==> config.mk <==
export PLATFORM = sky130hd
export DESIGN_NAME = eta_lock_ctrl
export DESIGN_NICKNAME = d
export VERILOG_FILES = /design/src/rtl/eta_lock_ctrl_pkg.sv /design/src/rtl/eta_lock_ctrl_key_loader.sv /design/src/rtl/eta_lock_ctrl.sv
export SDC_FILE = /design/constraint.sdc
export NUM_CORES = 1
export LEC_CHECK = 0
export CORE_UTILIZATION = 46
export DETAILED_ROUTE_END_ITERATION = 8
export HOLD_SLACK_MARGIN = 0.08
export PLACE_DENSITY = 0.77
export SYNTH_ARGS = -nofsm -noshare
export SYNTH_HDL_FRONTEND = slang
export SYNTH_SLANG_ARGS = --single-unit
==> constraint.sdc <==
create_clock -name clk -period 8.3 [get_ports clk]
set_input_delay 1.245 -clock clk [delete_from_list [all_inputs] [get_ports clk]]
set_output_delay 1.245 -clock clk [all_outputs]
set_load 0.005 [all_outputs]
==> src/rtl/eta_lock_ctrl_pkg.sv <==
// eta_lock_ctrl_pkg: shared widths, FSM state encoding and the exact-sum
// helper used by the locked-adder controller and its key loader.
package eta_lock_ctrl_pkg;
  localparam int DATA_W = 32;
  localparam int KEY_W  = 64;
  localparam int RES_W  = 33;
  localparam int KCNT_W = $clog2(KEY_W);
  localparam int SET_W  = 4;   // holds SETTLE_CYCLES up to 15

  typedef enum logic [2:0] {
    NOKEY,
    KEYSHIFT,
    READY,
    SETTLE,
    HOLD
  } state_e;

  // Reference sum the captured adder output is judged against.
  function automatic logic [RES_W-1:0] exact_sum(input logic [DATA_W-1:0] a,
                                                 input logic [DATA_W-1:0] b);
    return {1'b0, a} + {1'b0, b};
  endfunction
endpackage

==> src/rtl/eta_lock_ctrl_key_loader.sv <==
// eta_key_loader: serial key shift register with commit.
//   clk, rst  : clock, async active-high reset
//   start     : clear the bit counter (new load begins)
//   shift_en  : shift sdi into the shadow LSB this cycle
//   sdi       : serial key bit, MSB first
//   key       : committed key; updated only when all KEY_W bits are in
//   done      : this cycle shifts the last bit (commit happens at the edge)
module eta_key_loader
  import eta_lock_ctrl_pkg::*;
(
  input  logic             clk,
  input  logic             rst,
  input  logic             start,
  input  logic             shift_en,
  input  logic             sdi,
  output logic [KEY_W-1:0] key,
  output logic             done
);

  logic [KEY_W-1:0]  shadow;
  logic [KCNT_W-1:0] bit_cnt;
  logic [KEY_W-1:0]  shadow_nxt;

  assign shadow_nxt = {shadow[KEY_W-2:0], sdi};
  assign done       = shift_en && (bit_cnt == KCNT_W'(KEY_W - 1));

  always_ff @(posedge clk or posedge rst) begin
    if (rst) begin
      shadow  <= '0;
      bit_cnt <= '0;
      key     <= '0;
    end else if (start) begin
      bit_cnt <= '0;
    end else if (shift_en) begin
      shadow  <= shadow_nxt;
      bit_cnt <= bit_cnt + 1'b1;   // wraps to 0 on the last bit
      // Commit includes the bit arriving this cycle, so the adder only
      // ever sees a complete key.
      if (done) key <= shadow_nxt;
    end
  end

endmodule

==> src/rtl/eta_lock_ctrl.sv <==
// eta_lock_ctrl: drives an external key-locked adder. Loads a 64-bit key
// serially, registers operands, waits SETTLE_CYCLES for the adder, captures
// its result and flags/counts deviations from the exact sum.
//   key_load/key_sdi/key_ready       : serial key load, key applied status
//   in_valid/in_ready/add1_i/add2_i  : operand handshake
//   lk_add1_o/lk_add2_o/lk_key_o     : drive to the locked adder
//   lk_result_i                      : locked adder result
//   out_valid/out_ready/result_o/mismatch_o : result handshake
//   cnt_clr/mismatch_cnt_o           : saturating mismatch counter
module eta_lock_ctrl
  import eta_lock_ctrl_pkg::*;
#(
  parameter int SETTLE_CYCLES = 2,
  parameter int CNT_W         = 16
) (
  input  logic              clk,
  input  logic              rst,
  input  logic              key_load,
  input  logic              key_sdi,
  output logic              key_ready,
  input  logic              in_valid,
  output logic              in_ready,
  input  logic [DATA_W-1:0] add1_i,
  input  logic [DATA_W-1:0] add2_i,
  output logic [DATA_W-1:0] lk_add1_o,
  output logic [DATA_W-1:0] lk_add2_o,
  output logic [KEY_W-1:0]  lk_key_o,
  input  logic [RES_W-1:0]  lk_result_i,
  output logic              out_valid,
  input  logic              out_ready,
  output logic [RES_W-1:0]  result_o,
  output logic              mismatch_o,
  input  logic              cnt_clr,
  output logic [CNT_W-1:0]  mismatch_cnt_o
);

  state_e           state, state_nxt;
  logic [SET_W-1:0] settle_cnt;
  logic             key_start, key_done, shift_en;
  logic             accept, capture, mism;

  eta_key_loader u_key (
    .clk      (clk),
    .rst      (rst),
    .start    (key_start),
    .shift_en (shift_en),
    .sdi      (key_sdi),
    .key      (lk_key_o),
    .done     (key_done)
  );

  assign shift_en  = (state == KEYSHIFT);
  assign key_ready = (state == READY) || (state == SETTLE) || (state == HOLD);
  // A key reload requested in READY takes priority; withholding ready keeps
  // that cycle from looking like an accepted operand.
  assign in_ready  = (state == READY) && !key_load;
  assign out_valid = (state == HOLD);
  assign accept    = in_valid && in_ready;
  assign mism      = (lk_result_i != exact_sum(lk_add1_o, lk_add2_o));

  always_ff @(posedge clk or posedge rst) begin
    if (rst) state <= NOKEY;
    else     state <= state_nxt;
  end

  always_comb begin
    state_nxt = state;
    key_start = 1'b0;
    capture   = 1'b0;
    case (state)
      NOKEY:    if (key_load) begin
                  state_nxt = KEYSHIFT;
                  key_start = 1'b1;
                end
      KEYSHIFT: if (key_done) state_nxt = READY;
      READY:    if (key_load) begin
                  state_nxt = KEYSHIFT;
                  key_start = 1'b1;
                end else if (in_valid) begin
                  state_nxt = SETTLE;
                end
      SETTLE:   if (settle_cnt == SET_W'(1)) begin
                  capture   = 1'b1;
                  state_nxt = HOLD;
                end
      HOLD:     if (out_ready) state_nxt = READY;
      default:  state_nxt = NOKEY;
    endcase
  end

  always_ff @(posedge clk or posedge rst) begin
    if (rst) begin
      settle_cnt <= '0;
      lk_add1_o  <= '0;
      lk_add2_o  <= '0;
    end else if (accept) begin
      settle_cnt <= SET_W'(SETTLE_CYCLES);
      lk_add1_o  <= add1_i;
      lk_add2_o  <= add2_i;
    end else if (state == SETTLE) begin
      settle_cnt <= settle_cnt - 1'b1;
    end
  end

  always_ff @(posedge clk or posedge rst) begin
    if (rst) begin
      result_o   <= '0;
      mismatch_o <= 1'b0;
    end else if (capture) begin
      result_o   <= lk_result_i;
      mismatch_o <= mism;
    end
  end

  // Clear beats a coinciding increment.
  always_ff @(posedge clk or posedge rst) begin
    if (rst)                                      mismatch_cnt_o <= '0;
    else if (cnt_clr)                             mismatch_cnt_o <= '0;
    else if (capture && mism && !(&mismatch_cnt_o)) mismatch_cnt_o <= mismatch_cnt_o + CNT_W'(1);
  end

endmodule

[Word level (Yosys, flattened, before mapping)]
Cells that the tools add are included.
Storage, ports and cells
  register bits: 254
  output and inout bits: 181
  word-level logic and storage cells: 62
Operators by class
  equal/unequal tests: 12
  bitwise logic cells: 1
  reductions and logical operators: 18
  add/subtract/negate cells: 4
  multiplexer cells: 17
Operators by type and width (number)
  32-bit by 32-bit adder with 33-bit output: 1
  33-bit != test: 1
  16-bit two-way mux: 2
  3-bit two-way mux: 6
  16-bit by 1-bit adder with 16-bit output, second input constant: 1
  16-bit AND reduction: 1
  3-bit case mux with 5 select lines: 1
  6-bit two-way mux: 2
  4-bit two-way mux: 2
  6-bit by 1-bit adder with 6-bit output, second input constant: 1
  3-bit by 2-bit == test with 1-bit output, second input constant: 2
  6-bit == test, second input constant: 1
  2-bit nonzero test: 3
  1-bit logical AND: 5
  5-bit AND reduction: 1
  4-bit by 1-bit == test with 1-bit output, second input constant: 1
  1-bit two-way mux: 4
  2-bit by 1-bit != test with 1-bit output, second input constant: 2
  2-bit != test, second input constant: 2
  4-bit by 1-bit subtractor with 4-bit output, second input constant: 1
  3-bit by 1-bit == test with 1-bit output, second input constant: 1
  3-bit == test, second input constant: 1
  3-bit logical NOT: 1
  3-bit != test, second input constant: 1
  other kinds (6): 8

[Longest topological paths before layout]
Gate-level depths: netlist of run 1.
  word-level depth: 7
  mapped depth: 13
  depth with buffers taken out: 12

[Hierarchy]
A second synthesis of run 1 with hierarchy kept.
Unflattened totals
  cells, all modules: 1147
  area total of the unflattened synthesis: 12378.1 µm²
Modules (own cells, without submodules)
  eta_lock_ctrl: cells an instance 848, times used 1, area each 7347.0 µm²
  eta_key_loader: cells an instance 299, times used 1, area each 5031.1 µm²

[Worst setup path before layout of run 1]
OpenSTA, ideal clock, no wires.
  kind: in2reg
  from: in lk_result_i[10]
  to: reg mismatch_cnt_o[11]
  stages: 10
  setup time: 125 ps
  arrival time: 3291 ps
  setup slack: 4884 ps
  cells stage by stage: xor2_1 > o2111ai_1 > a221oi_2 > nand4_1 > nor4_1 > nand4_1 > nor4_4 > a31oi_4 > nand4_1 > mux2_2
Between the ends
  word-level cells in the longest chain between the ends: 4
Ends and longest elaborated chain
  start: declaration: line eta_lock_ctrl.sv:28  | input logic [RES_W-1:0] lk_result_i,
  33-bit != test: line eta_lock_ctrl.sv:59  | assign mism = (lk_result_i != exact_sum(lk_add1_o, lk_add2_o));
  1-bit logical AND (2 in series): line eta_lock_ctrl.sv:119  | else if (capture && mism && !(&mismatch_cnt_o)) mismatch_cnt_o <= mismatch_cnt_o + CNT_W'(1);
  2-bit nonzero test (no source line)
  end signal: assignment: line eta_lock_ctrl.sv:119
  end: declaration: line eta_lock_ctrl.sv:34  | output logic [CNT_W-1:0] mismatch_cnt_o
Every way passes these cells.
A chain may end at the register's enable or synchronous reset.

[Worst setup path after layout of run 1]
  from: in lk_result_i[10]
  to: reg mismatch_cnt_o[7]
Same word-level chain as after synthesis.

==> results of run 1 <==
-- worst min-delay path, stage by stage (launching register included) --
cell,delay (ps)
dfrtp_1,340
nand2_1,50
o21ai_0,60
-- cell type report --
type                    count  area [sq um]
inverters                  12          52.6
fillers                  2141         10400
well taps                 341           427
repair buffers            290          2890
clock inverters             9          86.3
diodes                      1          2.50
flip-flops and latches    254          6360
multi-input cells         718          5960
clock buffers              38           736
-- sequential cells by signal (all words and copies together) (netlist names), 4 cells and up --
| register | cells |
|---|---|
| settle_cnt | 4 |
| mismatch_cnt_o | 16 |
| result_o | 33 |
| lk_add2_o | 32 |
| u_key.bit_cnt | 6 |
| u_key.shadow | 63 |
| u_key.key | 64 |
| lk_add1_o | 32 |
-- per-layer routing --
| layer | vias up | GRT usage |
|---|---|---|
| met5 | - | 0 |
| met4 | 0 | 0.0758 |
| met3 | 66 | 0.0659 |
| met2 | 341 | 0.391 |
| met1 | 4662 | 0.299 |
| li1 | 4351 | - |
-- layout by cell type (no fill, tap or decap), drive strengths merged, types with 5 or more instances in the layout --
cell	Yosys	routed
a211oi	8	8
a21o	15	15
a21oi	49	49
a22oi	6	6
and2	5	5
and3	10	10
buf	27	6
clkbuf	25	38
clkdlybuf4s50	0	284
clkinv	0	6
dfrtp	254	254
ha	36	36
inv	12	12
mux2	231	231
mux2i	6	6
nand2	46	46
nand2b	6	6
nand3	17	17
nand4	31	31
nor2	54	54
nor2b	11	11
nor3	16	16
nor3b	5	5
nor4	8	8
o211ai	5	5
o21a	10	10
o21ai	38	38
xnor2	30	30
xor2	14	14
-- how the worst max path moves through the flow --
stage / end / slack [ps] / from
3_3_place_gp: mismatch_cnt_o[9] / 3810 / lk_result_i[10]
6_report: mismatch_cnt_o[7] / 4280 / lk_result_i[10]
3_5_place_dp: mismatch_cnt_o[7] / 3790 / lk_result_i[10]
5_1_grt: mismatch_cnt_o[7] / 4050 / lk_result_i[10]
2_1_floorplan: lk_add1_o[0] / 70 / rst
4_1_cts: mismatch_cnt_o[12] / 4360 / lk_result_i[10]
-- metrics by stage --
step	worst slack (ps)	cell area [sq um]
6_report	4280	16500
3_3_place_gp	3810	15700
4_1_cts	4360	16500
5_1_grt	4050	16500
2_1_floorplan	70.0	12600
3_5_place_dp	3790	15700
-- where the power goes --
group	internal (uW)	switching [uW]
logic	1490	1630
registers	1580	292
clock network	646	480
total	3720	2400
-- cells by family (layout without fill, tap and decap cells) --
| logic type | count (synthesis) | in the layout |
|---|---|---|
| and+or+nand+nor | 223 | 223 |
| adders and majority gates | 37 | 37 |
| xor gates and xnor gates | 44 | 44 |
| DFF | 254 | 254 |
| other | 0 | 1 |
| AOI/OAI and AO/OA | 177 | 177 |
| muxes | 237 | 237 |
| buffers and inverters | 64 | 349 |
==> results.json, run 1 <==
{
  "syn_area_per_cell_sq_um": 12.2,
  "synth_nets": 1177,
  "max_slew_margin": 0.381,
  "die_area_sq_mm": 0.0281,
  "path_delay_family": "simple AND/OR/NAND/NOR gates",
  "whs_endpoint": "result_o[5]",
  "fin_crit_ps": 4020,
  "rr_endpoint": "mismatch_cnt_o[7]",
  "place_hpwl_um": 23800,
  "crit_buf_inv": 1,
  "synth_simple_gate_area_frac": 0.0937,
  "yosys-top-cells-area": "dfrtp_1 50%, mux2_2 21%, ha_1 3.6%, xnor2_1 2.1%, a21oi_1 1.6%",
  "criticalPathCategory": "in2reg",
  "avgViaCountPerCell": 5.66,
  "grt_pass1_wl_um": 53100,
  "tns_ps": 0,
  "synthMuxAreaShare": 0.211,
  "wl_met2_um": 15600,
  "cts_buffers": 26,
  "worstMarginPinSlew_ps": 929,
  "yosysWarningCount": 0,
  "r2r_slack_ps": 4380,
  "slowest_stage": "clkdlybuf4s50_1",
  "synth_top_area_share": 0.504,
  "fp-row-count": 60,
  "final_net_count": 1443,
  "ys_ff_latch": 254,
  "cpMostUsedCell": "nand4_1",
  "hold_path.class": "reg2reg",
  "ctsLongestPathBuffers": 3,
  "hold_buffers": 0,
  "wl_met1_um": 13600,
  "critPathLaunchType": "primary input",
  "stdcell_count": 1663,
  "peakVddDrop_mv": 0.213,
  "antenna_left": 0,
  "io_buffer_count": 284,
  "wl_um": 33000,
  "avgRoutedWirePerCell_um": 19.8,
  "drv_slew": 0,
  "yosysMostFrequentCell": "dfrtp_1",
  "clk_latency_ps": 540,
  "drc": 0,
  "wl_met3_um": 2780,
  "io_pins": 285,
  "cap_viol_max_count": 0,
  "min_path_cells": 2,
  "outcome": "complete, no violations",
  "drive_gt1_frac": 0.234,
  "worstPathRequired_ps": 8730,
  "highest_layer": "met4",
  "synth_compound_area_frac": 0.0991,
  "synth_top_family_by_area": "multiplexers",
  "dp.cells": 1615,
  "path_clk_slew_ps": 60,
  "r2r_start": "lk_add1_o[6]",
  "clock-sinks": 254,
  "ys_types": 76,
  "synthCells": 1036,
  "drtPass1Iterations": 5,
  "worstPathCellList": "clkdlybuf4s50_1, xor2_1, nor3_1, a221oi_1, nand4_1, nor4_1, nand4_1, nor4_4, a31oi_4, nand4_1, mux2_2",
  "finalHoldViolCount": 0,
  "power_leakage_uw": 0.00723,
  "cts_tree": "built",
  "grt_max_degree": 130,
  "drt-initial-drc-count": 484,
  "grt_pass1_vias": 9755,
  "synthesis.area_sq_mm": 0.0126,
  "synth_fa_ha_area_frac": 0.0373,
  "power_uw": 6120,
  "core-area_sq_mm": 0.0270,
  "max_freq_mhz": 249,
  "start_util": 0.468,
  "synth_edf_count": 0,
  "cts_resized": 0,
  "antenna_found_initial": 1,
  "cp_max_fo": 18,
  "synth_flop_cell": "dfrtp_1",
  "die_height_um": 168,
  "setup_violations": 0,
  "place.gp.congestion": 0.963,
  "yosys-top-cells-count": "254 x dfrtp_1, 231 x mux2_2, 54 x nor2_1",
  "num_vias": 9420,
  "post_cts.repair.setup_buffers": 0,
  "chipWidth_um": 168,
  "holdWs_ps": 477,
  "worstSetupEndpointType": "flop",
  "synth-xor-area-share": 0.0306,
  "grt.total_usage": 0.236,
  "power_density_mw_per_mm2": 371,
  "root_buffer": "clkbuf_16",
  "rsz0062_at_grt": "false",
  "worstPathArrival_ps": 4450,
  "skew_ps": 21.2,
  "yosysTopAreaCell": "dfrtp_1",
  "worstRegToRegCells": 10,
  "timing.final.crit_share": 0.484,
  "hold_start": "result_o[5]",
  "grt-ovfl-total": 0,
  "post-route-util": 0.613,
  "ys_seq_area_frac": 0.504,
  "ys_async_sr_fraction": 1.00,
  "path_depth": 11,
  "areaGrowthSynthToFinish_pct": 30.9,
  "critPathMaxStageDelay_ps": 540,
  "htreeDepth": 1
}
No activity file was read; power rests on OpenSTA's default activity.
==> run 2: changes to the inputs <==
- CORE_UTILIZATION: 46 -> 51
- PLACE_DENSITY: 0.77 -> 0.81
- clock period: 8.3 -> 4.14 ns (I/O delays scaled with it)
==> results.json, run 2 (synthesized netlist as in run 1, its figures left out) <==
{
  "htreeDepth": 1,
  "worstRegToRegCells": 12,
  "grt-ovfl-total": 0,
  "clock-sinks": 254,
  "io_buffer_count": 284,
  "most-common-layout-cells": "284 x clkdlybuf4s50_1, 254 x dfrtp_1, 231 x mux2_2",
  "start_util": 0.520,
  "die_area_sq_mm": 0.0254,
  "peakVddDrop_mv": 0.379,
  "antenna_found_initial": 0,
  "drive_gt1_frac": 0.238,
  "final_common_cell": "clkdlybuf4s50_1",
  "criticalPathCategory": "reg2reg",
  "num-fill-cells": 1756,
  "multiInputGateArea_sq_mm": 0.00596,
  "place.gp.congestion": 0.966,
  "p_comb_frac": 0.510,
  "finalHoldViolCount": 0,
  "regArea_sq_mm": 0.00636,
  "power_leakage_uw": 0.00728,
  "outcome": "complete, no violations",
  "die_height_um": 159,
  "avgRoutedWirePerCell_um": 19.6,
  "tns_ps": 0,
  "hold_start": "mismatch_o",
  "p_clk_frac": 0.188,
  "max_freq_mhz": 265,
  "grt_pass1_wl_um": 51500,
  "grt.total_usage": 0.251,
  "setup.worst_path.end": "mismatch_cnt_o[12]",
  "cts_resized": 0,
  "root_buffer": "clkbuf_16",
  "crit_path_start": "lk_add1_o[0]",
  "r2r_start": "lk_add1_o[0]",
  "wl_um": 32300,
  "grt_max_degree": 159,
  "avgViaCountPerCell": 5.65,
  "ctsLongestPathBuffers": 3,
  "drc": 0,
  "worstSetupEndpointType": "flop",
  "power_density_mw_per_mm2": 744,
  "fp-row-count": 57,
  "p_int_uw": 7550,
  "areaGrowthSynthToFinish_pct": 31.6,
  "cts_tree": "built",
  "hold_path.class": "reg2reg",
  "worstPathArrival_ps": 4190,
  "setup_violations": 0,
  "drv_slew": 0,
  "chipWidth_um": 159,
  "final_net_count": 1447,
  "fin_crit_ps": 3770,
  "post-route-util": 0.684,
  "largest_reg_flops": 64,
  "grt_pass1_vias": 9659,
  "drtPass1Iterations": 5,
  "post_cts.repair.setup_buffers": 0,
  "clk_latency_ps": 530,
  "top_register": "u_key.key",
  "drt-initial-drc-count": 389,
  "worstPathRequired_ps": 4560,
  "max_slew_margin": 0.394,
  "r2r_slack_ps": 370,
  "antenna_left": 0,
  "largestRegisters": "u_key.key (64), u_key.shadow (63), result_o (33)",
  "cap_viol_max_count": 0,
  "p_switching_uw": 4790,
  "cp_max_fo": 18,
  "p_seq_frac": 0.303,
  "rr_endpoint": "mismatch_cnt_o[12]",
  "cts_buffers": 26,
  "rsz0062_at_grt": "false",
  "critPathLaunchType": "flop",
  "sw_frac_of_total": 0.388,
  "worstMarginPinSlew_ps": 909,
  "place_hpwl_um": 23600,
  "core-area_sq_mm": 0.0242,
  "io_pins": 285,
  "skew_ps": 10.8,
  "hold_buffers": 0,
  "path_clk_slew_ps": 60,
  "timing.final.crit_share": 0.911,
  "num_vias": 9324,
  "diodes": 0
}
[run 2: cell count changes in the layout (fill, tap and decap cells not counted), sizes merged]
cell    change
inv         -1
buf         +4
diode       -1
clkbuf      +1
[run 2: worst max-delay path, cell delays in order (launching register included)]
cell,delay (ps)
dfrtp_1,390
ha_1,240
fa_1,450
xnor2_1,300
o2111ai_1,180
a221oi_2,210
nand4_1,100
nor4_1,310
nand4_1,210
nor4_4,420
a31oi_4,300
nand4_1,200
mux2_2,360
[run 2: final cells by class]
cell class	instances	share of cell area
clock buffer	39	0.0470
clock inverter	8	0.00475
inverter	12	0.00294
multi-input combinational	718	0.359
sequential	254	0.383
tap	324	0.0244
timing repair buffer	294	0.178
[run 2: worst min path at each step]
| stage | to | slack (ps) | depth (start not counted) |
|---|---|---|---|
| 2_1_floorplan | mismatch_o | 470 | 2 |
| 3_5_place_dp | mismatch_o | 470 | 2 |
| 4_1_cts | result_o[5] | 490 | 2 |
| 5_1_grt | result_o[13] | 510 | 1 |
| 6_report | mismatch_o | 480 | 2 |
| 3_3_place_gp | result_o[22] | 470 | 2 |
[run 2: through the flow]
| stage | setup WS (ps) | cell area (sq um) | std cells | power [uW] | hold WS [ps] |
|---|---|---|---|---|---|
| 3_5_place_dp | 161 | 15700 | 1602 | 9990 | 473 |
| 2_1_floorplan | 175 | 12600 | 1036 | 7770 | 473 |
| 4_1_cts | 336 | 16600 | 1649 | 12400 | 487 |
| 6_report | 367 | 16600 | 1649 | 12300 | 478 |
| 3_3_place_gp | 257 | 15700 | 1602 | 9920 | 465 |
| 5_1_grt | 201 | 16600 | 1649 | 13100 | 515 |
[run 2: per-layer routing]
metal | wire (um) | global-route usage
met1 | 13400 | 0.312
met5 | 0 | 0
met4 | 802 | 0.0691
met3 | 2440 | 0.0669
met2 | 15700 | 0.432
[run 2: power groups by stage]
stage / registers [uW] / logic [uW] / clock network [uW]
after floorplan: 3660 / 4120 / 0
final: 3730 / 6290 / 2320
after CTS: 3740 / 6260 / 2370
after global placement: 3740 / 6180 / 0
after detailed placement: 3780 / 6220 / 0
after global routing: 3830 / 6820 / 2450
